File: config.mk
export PLATFORM = sky130hd
export DESIGN_NAME = alu_share_arbiter_flat
export DESIGN_NICKNAME = d
export VERILOG_FILES = /design/src/rtl/alu_share_arbiter_if.sv /design/src/rtl/alu_share_arbiter.sv /design/src/flat_wrapper.sv
export SDC_FILE = /design/constraint.sdc
export NUM_CORES = 1
export LEC_CHECK = 0
export BUFFER_PORTS_ARGS = -buffer_cell sky130_fd_sc_hd__buf_4
export CAP_MARGIN = 20
export CORE_MARGIN = 4
export CORE_UTILIZATION = 40
export CTS_CLUSTER_SIZE = 10
export DETAILED_ROUTE_END_ITERATION = 10
export GPL_TIMING_DRIVEN = 0
export PLACE_DENSITY = 0.87
export SLEW_MARGIN = 10
export SYNTH_ARGS = -nofsm -noshare
export SYNTH_HDL_FRONTEND = slang
export SYNTH_SLANG_ARGS = --single-unit
File: constraint.sdc
create_clock -name clk -period 2.3 [get_ports clk]
set_clock_uncertainty 0.1 [all_clocks]
set_input_delay 0.69 -clock clk [delete_from_list [all_inputs] [get_ports clk]]
set_output_delay 0.69 -clock clk [all_outputs]
set_load 0.005 [all_outputs]
File: src/rtl/alu_share_arbiter_if.sv
// Bundle of the two requester channels, the shared-ALU operand/result
// bus and the tagged response channel. The arbiter sits on the slave
// side; requesters, ALU and response consumer sit on the master side.
interface alu_share_arbiter_if #(
  parameter int WIDTH = 32
);
  logic             r0_valid;
  logic             r0_ready;
  logic [2:0]       r0_ctrl;
  logic [WIDTH-1:0] r0_a;
  logic [WIDTH-1:0] r0_b;

  logic             r1_valid;
  logic             r1_ready;
  logic [2:0]       r1_ctrl;
  logic [WIDTH-1:0] r1_a;
  logic [WIDTH-1:0] r1_b;

  logic [WIDTH-1:0] alu_a;
  logic [WIDTH-1:0] alu_b;
  logic [2:0]       alu_ctrl;
  logic [WIDTH-1:0] alu_result;

  logic             resp_valid;
  logic             resp_ready;
  logic             resp_id;
  logic [WIDTH-1:0] resp_data;

  logic             busy;

  modport slave (
    input  r0_valid, r0_ctrl, r0_a, r0_b,
    output r0_ready,
    input  r1_valid, r1_ctrl, r1_a, r1_b,
    output r1_ready,
    output alu_a, alu_b, alu_ctrl,
    input  alu_result,
    output resp_valid, resp_id, resp_data,
    input  resp_ready,
    output busy
  );

  modport master (
    output r0_valid, r0_ctrl, r0_a, r0_b,
    input  r0_ready,
    output r1_valid, r1_ctrl, r1_a, r1_b,
    input  r1_ready,
    input  alu_a, alu_b, alu_ctrl,
    output alu_result,
    input  resp_valid, resp_id, resp_data,
    output resp_ready,
    input  busy
  );
endinterface

File: src/rtl/alu_share_arbiter.sv
// Round-robin share of one combinational ALU between two requesters.
// Operands are registered toward the ALU; multiply is given MUL_LAT
// extra evaluation cycles so the ALU's multiplier path can be multicycled.
//
// state | meaning
// ------+-----------------------------------------------
// IDLE  | no op in flight, may accept
// EXEC  | ALU evaluating the latched op (cnt counts mul cycles)
// RESP  | result held on resp_* until consumed; may accept on retire
module alu_share_arbiter #(
  parameter int WIDTH   = 32,
  parameter int MUL_LAT = 2
) (
  input logic clk,
  input logic rst,
  alu_share_arbiter_if.slave bus
);

  typedef enum logic [1:0] {
    IDLE = 2'd0,
    EXEC = 2'd1,
    RESP = 2'd2
  } state_t;

  localparam logic [2:0] OP_MUL   = 3'b111;
  localparam logic [3:0] MUL_LAST = 4'(MUL_LAT);

  state_t           state_q;
  state_t           state_d;
  logic             prio_q;
  logic             id_q;
  logic [3:0]       cnt_q;
  logic [WIDTH-1:0] a_q;
  logic [WIDTH-1:0] b_q;
  logic [2:0]       ctrl_q;
  logic [WIDTH-1:0] data_q;
  logic             rvalid_q;
  logic             rid_q;

  logic             accept_ok;
  logic             win_id;
  logic             grant;
  logic             exec_last;
  logic [WIDTH-1:0] win_a;
  logic [WIDTH-1:0] win_b;
  logic [2:0]       win_ctrl;

  // Arbitration: single valid requester wins, ties go to the prio pointer
  always_comb begin
    accept_ok = 1'b0;
    win_id    = 1'b0;
    grant     = 1'b0;
    accept_ok = !rst && ((state_q == IDLE) || ((state_q == RESP) && bus.resp_ready));
    if (bus.r0_valid && bus.r1_valid) begin
      win_id = prio_q;
    end else begin
      win_id = bus.r1_valid;
    end
    grant    = accept_ok && (bus.r0_valid || bus.r1_valid);
    win_a    = win_id ? bus.r1_a    : bus.r0_a;
    win_b    = win_id ? bus.r1_b    : bus.r0_b;
    win_ctrl = win_id ? bus.r1_ctrl : bus.r0_ctrl;
  end

  // Next-state logic; non-mul ops finish after one EXEC cycle
  always_comb begin
    state_d   = state_q;
    exec_last = (ctrl_q != OP_MUL) || (cnt_q == MUL_LAST);
    case (state_q)
      IDLE: if (grant) state_d = EXEC;
      EXEC: if (exec_last) state_d = RESP;
      RESP: if (bus.resp_ready) state_d = grant ? EXEC : IDLE;
      default: state_d = IDLE;
    endcase
  end

  // State register
  always_ff @(posedge clk) begin
    if (rst) begin
      state_q <= IDLE;
    end else begin
      state_q <= state_d;
    end
  end

  // Operand latch on grant, mul cycle count, response capture and retire
  always_ff @(posedge clk) begin
    if (rst) begin
      a_q      <= '0;
      b_q      <= '0;
      ctrl_q   <= '0;
      id_q     <= 1'b0;
      prio_q   <= 1'b0;
      cnt_q    <= '0;
      data_q   <= '0;
      rid_q    <= 1'b0;
      rvalid_q <= 1'b0;
    end else begin
      if (grant) begin
        a_q    <= win_a;
        b_q    <= win_b;
        ctrl_q <= win_ctrl;
        id_q   <= win_id;
        prio_q <= ~win_id;
        cnt_q  <= '0;
      end else if ((state_q == EXEC) && !exec_last) begin
        cnt_q <= cnt_q + 4'd1;
      end

      if ((state_q == EXEC) && exec_last) begin
        data_q   <= bus.alu_result;
        rid_q    <= id_q;
        rvalid_q <= 1'b1;
      end else if ((state_q == RESP) && bus.resp_ready) begin
        rvalid_q <= 1'b0;
      end
    end
  end

  assign bus.r0_ready   = grant && !win_id;
  assign bus.r1_ready   = grant && win_id;
  assign bus.alu_a      = a_q;
  assign bus.alu_b      = b_q;
  assign bus.alu_ctrl   = ctrl_q;
  assign bus.resp_valid = rvalid_q;
  assign bus.resp_id    = rid_q;
  assign bus.resp_data  = data_q;
  assign bus.busy       = (state_q != IDLE);

endmodule

File: src/flat_wrapper.sv
// flat-port wrapper written by rule: the top's interface ports become plain ports
module alu_share_arbiter_flat 
#(
  parameter int WIDTH   = 32,
  parameter int MUL_LAT = 2
)
  (clk, rst, bus_r0_valid, bus_r0_ctrl, bus_r0_a, bus_r0_b, bus_r0_ready, bus_r1_valid, bus_r1_ctrl, bus_r1_a, bus_r1_b, bus_r1_ready, bus_alu_a, bus_alu_b, bus_alu_ctrl, bus_alu_result, bus_resp_valid, bus_resp_id, bus_resp_data, bus_resp_ready, bus_busy);
  alu_share_arbiter_if #(.WIDTH(WIDTH)) bus_i ();
  input logic clk;
  input logic rst;
  input wire logic [$bits(bus_i.r0_valid)-1:0] bus_r0_valid;
  input wire logic [$bits(bus_i.r0_ctrl)-1:0] bus_r0_ctrl;
  input wire logic [$bits(bus_i.r0_a)-1:0] bus_r0_a;
  input wire logic [$bits(bus_i.r0_b)-1:0] bus_r0_b;
  output wire logic [$bits(bus_i.r0_ready)-1:0] bus_r0_ready;
  input wire logic [$bits(bus_i.r1_valid)-1:0] bus_r1_valid;
  input wire logic [$bits(bus_i.r1_ctrl)-1:0] bus_r1_ctrl;
  input wire logic [$bits(bus_i.r1_a)-1:0] bus_r1_a;
  input wire logic [$bits(bus_i.r1_b)-1:0] bus_r1_b;
  output wire logic [$bits(bus_i.r1_ready)-1:0] bus_r1_ready;
  output wire logic [$bits(bus_i.alu_a)-1:0] bus_alu_a;
  output wire logic [$bits(bus_i.alu_b)-1:0] bus_alu_b;
  output wire logic [$bits(bus_i.alu_ctrl)-1:0] bus_alu_ctrl;
  input wire logic [$bits(bus_i.alu_result)-1:0] bus_alu_result;
  output wire logic [$bits(bus_i.resp_valid)-1:0] bus_resp_valid;
  output wire logic [$bits(bus_i.resp_id)-1:0] bus_resp_id;
  output wire logic [$bits(bus_i.resp_data)-1:0] bus_resp_data;
  input wire logic [$bits(bus_i.resp_ready)-1:0] bus_resp_ready;
  output wire logic [$bits(bus_i.busy)-1:0] bus_busy;
  assign bus_i.r0_valid = bus_r0_valid;
  assign bus_i.r0_ctrl = bus_r0_ctrl;
  assign bus_i.r0_a = bus_r0_a;
  assign bus_i.r0_b = bus_r0_b;
  assign bus_r0_ready = bus_i.r0_ready;
  assign bus_i.r1_valid = bus_r1_valid;
  assign bus_i.r1_ctrl = bus_r1_ctrl;
  assign bus_i.r1_a = bus_r1_a;
  assign bus_i.r1_b = bus_r1_b;
  assign bus_r1_ready = bus_i.r1_ready;
  assign bus_alu_a = bus_i.alu_a;
  assign bus_alu_b = bus_i.alu_b;
  assign bus_alu_ctrl = bus_i.alu_ctrl;
  assign bus_i.alu_result = bus_alu_result;
  assign bus_resp_valid = bus_i.resp_valid;
  assign bus_resp_id = bus_i.resp_id;
  assign bus_resp_data = bus_i.resp_data;
  assign bus_i.resp_ready = bus_resp_ready;
  assign bus_busy = bus_i.busy;
  alu_share_arbiter #(.WIDTH(WIDTH), .MUL_LAT(MUL_LAT)) u_core (.clk(clk), .rst(rst), .bus(bus_i));
endmodule
==> Word level (Yosys, flattened, before mapping) <==
Cells that the tools add are included.
{ "classes": {"addsub": 1, "n_eq_ne": 7, "n_mux": 11, "n_bitwise": 1, "n_reduce_logical": 19} }
{ "op_table": {"columns": ["op", "count"], "rows": [
  ["2-to-1 mux 32 bit", 2],
  ["logical AND 1 bit", 8],
  ["2-to-1 mux 2 bit", 3],
  ["case mux 2 bit (3 select lines)", 1],
  ["adder 4 x 1 -> 4 bit, second input constant", 1],
  ["equality test 4 x 2 -> 1 bit, second input constant", 1],
  ["2-to-1 mux 1 bit", 4],
  ["!= test 2 x 1 -> 1 bit, second input constant", 2],
  ["nonzero test 2 bit", 2],
  ["zero test 1 bit", 3],
  ["logical OR 1 bit", 3],
  ["2-to-1 mux 3 bit", 1],
  ["!= test 3 bit, second input constant", 1],
  ["AND reduction 3 bit", 1],
  ["equality test 2 x 1 -> 1 bit, second input constant", 1],
  ["equality test 2 bit, second input constant", 1],
  ["zero test 2 bit", 1],
  ["!= test 2 bit, second input constant", 1],
  ["OR reduction 2 bit", 1],
  ["NOT 1 bit", 1]
]} }
{ "totals": {"ff_bits": 109, "in_bits": 171, "output_inout_bits": 104} }

==> Logic depth before layout (Yosys ltp) <==
{ "logic_depth": {"depth_word": 8, "mapped_depth": 7} }

==> Worst setup path after synthesis <==
OpenSTA, ideal clock, no wires.
{ "synth_timing": {"path_type": "input port to output port", "from": "in rst", "to": "out bus_r1_ready", "t_arrival_ns": 1.616, "required_ns": 1.510, "setup_slack_ns": -0.106, "cell_stages": 5, "path_buffers": 3, "path_cell_list": "buf_2 -> or3_4 -> buf_6 -> buf_6 -> nor2_1"} }
{ "synth_between": {"elab_chain_cells": 4} }
{ "synth_rtl": {"columns": ["element", "line", "source"], "rows": [
  ["start, declared", "flat_wrapper.sv:10", "input logic rst;"],
  ["zero test 1 bit", "alu_share_arbiter.sv:53", "accept_ok = !rst && ((state_q == IDLE) || ((state_q == RESP) && bus.resp_ready));"],
  ["logical AND 1 bit", "alu_share_arbiter.sv:53", null],
  ["logical AND 1 bit", "alu_share_arbiter.sv:59", "grant = accept_ok && (bus.r0_valid || bus.r1_valid);"],
  ["logical AND 1 bit", "alu_share_arbiter.sv:121", "assign bus.r1_ready = grant && win_id;"],
  ["end, declared", "flat_wrapper.sv:20", "output wire logic [$bits(bus_i.r1_ready)-1:0] bus_r1_ready;"]
]} }
No other way between the ends.

==> Final worst setup path <==
Ends and elaborated chain as after synthesis.

==> results.txt <==
----------------------------------------------------
[Run status]
  Violated checks ... setup timing
  Result of the run ... complete, but fails checks

[Floorplanning]
  Number of cell rows ... 39
  Full die area ... approximately 14000 µm²
  Standard cell core area ... roughly 11000 µm²
  Horizontal die dimension ... approximately 120 µm
  Height of the die ... 116 µm
  I/O pin count ... 275
  Starting density of the core ... 41.0%

[Synth]
  Post-Syn Instances ... 568
  Synth Area per Inst ... around 8.3 µm²
  Net Count, Synth ... around 740
  Number of enable flip-flop cells after synthesis ... 0
  Synthesized area ... 4700 µm²
  Seq/Total Area, Yosys ... 46.4%
  Leading register cell type out of synthesis ... sky130_fd_sc_hd__dfxtp_1
  Warning count from the yosys run ... 0
  Async SR Flop Fraction ... 0%
  Register bit count reported by yosys ... 109
  Top cell type's share of synthesized area ... around 46%
  Cell types occupying the most area after synthesis ... sky130_fd_sc_hd__dfxtp_1 46%, sky130_fd_sc_hd__a211oi_1 10%, sky130_fd_sc_hd__a21oi_1 8.5%, sky130_fd_sc_hd__nand3_1 6.8%, sky130_fd_sc_hd__nand2_1 5.3%
  Largest area contributor in the synthesized netlist ... sky130_fd_sc_hd__dfxtp_1
  Distinct cell type count after synthesis ... 37
  Top cells by count, synth ... 109 x sky130_fd_sc_hd__dfxtp_1, 80 x sky130_fd_sc_hd__a21oi_1, 66 x sky130_fd_sc_hd__nand2_1
  Most common cell in the netlist ... sky130_fd_sc_hd__dfxtp_1

[Placed design]
  Placed Instances ... 984
  Number of buffers added on ports ... 273
  Cell area after placement ... 6950 µm²
  Worst slack after detailed placement ... -0.402 ns
  Half-perimeter wire length after detailed placement ... 13.1 mm
  Placer's final routability congestion estimate ... around 0.85

[Setup path]
  Cell type group with the largest total delay on the critical path ... simple AND/OR/NAND/NOR gates
  Setup CP Type ... primary input to primary output
  Cells along the critical path ... buf_12, or3_4, buf_8, nor2_4, buf_6
  Kind of end point of the critical path ... primary output
  Type of element launching the critical path ... primary input
  R2r worst-path depth ... 7
  Worst reg-to-reg setup slack ... 0.29 ns
  Required time of the worst setup path ... 1.51 ns
  Worst Path Max Fanout ... 7
  Number of buffer and inverter stages on the critical path ... 3
  Slowest stage delay, CP ... 0.42 ns
  Reg-to-reg startpoint ... u_core.cnt_q[0]
  Critical Path Slowest Stage Cell ... sky130_fd_sc_hd__or3_4
  Critical path arrival ... between 1.5 and 2 ns
  Reg-to-reg critical path endpoint ... u_core.bus.resp_data[25]

[Min path]
  Worst hold-check path type ... register to register
  End point of the most critical hold path ... u_core.bus.resp_data[27]
  Number of cells traversed by the worst hold path ... 2
  Startpoint of the most critical hold path ... u_core.bus.resp_data[27]

[Timing]
  Normalized max-slew margin ... 58.3%
  Minimum hold slack ... 0.354 ns
  Setup TNS ... -0.0399 ns
  Hold Violations, Final ... 0
  Highest Clock Rate ... between 400 and 500 MHz
  Final WS setup ... -0.0340 ns
  Max-slew violation count ... 0
  Final period demand of the worst path ... 2.33 ns
  Final setup violation count ... 2
  Setup repair after global routing missed its margin ... yes
  Final worst path period share ... 101%
  Worst Max-Slew Pin Slew ... 0.625 ns

[Detailed routing]
  Number of search-and-repair iterations in the first detailed-routing pass ... 6
  DRC violations left ... 0
  Total detailed-routing wirelength ... 17.0 mm
  Iteration-0 DRC Markers ... just under 300
  Detail-routed net length per standard cell ... 16.9 µm
  Vias post-DR ... roughly 5200
  Antenna-violating nets left ... 0
  Detailed-route vias per instance ... 5.17

[Finish]
  Util after Layout ... 64.0%
  Filler cells ... 1020
  Ratio of cells with drive above 1 in the final layout ... roughly 41%
  Non-Filler Cell Area, Final ... 7330 µm²
  Number of diodes ... 0
  Area growth syn-to-layout ... 56.0%
  Final instance count without filler cells ... between 1000 and 1500
  Net total in the final layout ... ~1000

[Pwr]
  Leakage power total ... 3.21 nW
  IR drop worst, VDD ... 399 µV
  Power density relative to cell area ... 667 nW/µm²
  Total power ... between 4 and 5 mW

[Run]
  Total of max-cap violations ... 0

[GRT]
  Total track usage ... 24.2%
  Antenna violations before repair ... 0
  Fraction of met2 tracks used by global routing ... 43.1%
  Pin count of the biggest net entering global routing ... 20
  Total congestion overflow ... 0
  Peak-usage layer in the global routing report ... met2
  Global-route wire length before repair ... 25.9 mm
  GR Util met3 ... 7.72%
  Number of global-route vias before repair ... approximately 5300
  Met1 capacity usage during global routing ... 27.6%

[CTS]
  CTS H-Tree Depth ... 3
  Hold-fix buffer count after cts ... 0
  Cell chosen for the clock root ... sky130_fd_sc_hd__clkbuf_16
  Clk pin slew, worst setup/hold paths ... 0.07 ns
  Number of buffers on the longest clock path ... 2
  Clk_lat worst skew ... 0.34 ns
  Num Clock Sinks ... about 110
  TritonCTS Buffers ... 9
  CTS tree ... done

----------------------------------------------------
-- power by group --
group	internal [mW]	switching, mW	total (mW)
clock network	0.895	0.734	1.63
logic	0.595	0.541	1.14
registers	2.04	0.0856	2.13
total	3.53	1.36	4.89
-- area by class of cell --
| cell class | count | area [µm²] | area share, % |
|---|---|---|---|
| multi-input combinational | 399 | 2230 | 30.4 |
| sequential | 109 | 2190 | 29.8 |
| timing repair buffer | 279 | 2110 | 28.7 |
| buffer | 51 | 295 | 4.03 |
| clock buffer | 10 | 239 | 3.26 |
| tap | 143 | 179 | 2.44 |
| clock inverter | 6 | 75.1 | 1.02 |
| inverter | 7 | 26.3 | 0.358 |
-- worst max-delay path by stage --
stage | from | end | slack [ns] | depth (start not counted)
2_1_floorplan | rst | bus_r1_ready | -0.002 | 5
3_3_place_gp | bus_r0_valid | bus_r1_ready | -0.39 | 8
3_5_place_dp | bus_r0_valid | bus_r1_ready | -0.40 | 8
4_1_cts | u_core.state_q[0] | bus_r1_ready | -0.03 | 5
5_1_grt | u_core.state_q[0] | bus_r1_ready | -0.08 | 5
6_report | rst | bus_r1_ready | -0.03 | 5
-- sequential cells by signal, summed over array words and instances, names as in the netlist, 2 cells and up --
register and count:
u_core.bus.alu_ctrl 3, u_core.bus.alu_b 32, u_core.state_q 2, u_core.bus.alu_a 32
u_core.cnt_q 4, u_core.bus.resp_data 32
-- worst min-delay path, stage by stage (launching register included) --
cell and delay [ns]:
sky130_fd_sc_hd__dfxtp_1 0.31, sky130_fd_sc_hd__nand2_1 0.05, sky130_fd_sc_hd__a21oi_1 0.05
-- logic make-up (layout without fill, tap and decap cells) --
family          after synthesis  count (layout)  share of synthesized area [%]
simple gates                215             215                           21.0
compound gates              175             175                           24.2
flops                       109             109                           46.4
buf+inv                      60             353                           6.47
mux                           5               5                           1.06
fa+ha+maj                     2               2                          0.532
xor+xnor                      2               2                          0.373
-- per-layer routing --
layer	part of all wire, %	vias to the layer above
met5	0	-
met4	2.3	0
met3	9.5	26
met2	50	211
met1	38	2388
li1	-	2563
-- placed cells by master (no fill, tap or decap), types with 2 or more instances in the layout --
cell type and n:
sky130_fd_sc_hd__buf_4 278, sky130_fd_sc_hd__dfxtp_1 107, sky130_fd_sc_hd__a21oi_1 79, sky130_fd_sc_hd__nand2_1 66, sky130_fd_sc_hd__nand3_1 64, sky130_fd_sc_hd__nor2_1 64, sky130_fd_sc_hd__a211oi_1 63, sky130_fd_sc_hd__clkbuf_1 27
sky130_fd_sc_hd__a21oi_2 21, sky130_fd_sc_hd__buf_2 15, sky130_fd_sc_hd__clkbuf_16 9, sky130_fd_sc_hd__inv_1 7, sky130_fd_sc_hd__buf_6 6, sky130_fd_sc_hd__mux2i_1 5, sky130_fd_sc_hd__nand3b_1 5, sky130_fd_sc_hd__o21ai_1 5
sky130_fd_sc_hd__inv_6 3, sky130_fd_sc_hd__or2_2 2, sky130_fd_sc_hd__nand2b_1 2, sky130_fd_sc_hd__buf_12 2, sky130_fd_sc_hd__buf_8 2, sky130_fd_sc_hd__nor3b_2 2, sky130_fd_sc_hd__ha_1 2
-- what timing repair did --
item / CTS / global route
endpoints found under the setup margin: 2 / 2
setup buffers: 6 / 0
cloned: 0 / 0
pin swaps: 1 / 0
resized for setup: 14 / 0
Power figures use the tool's default switching activity.
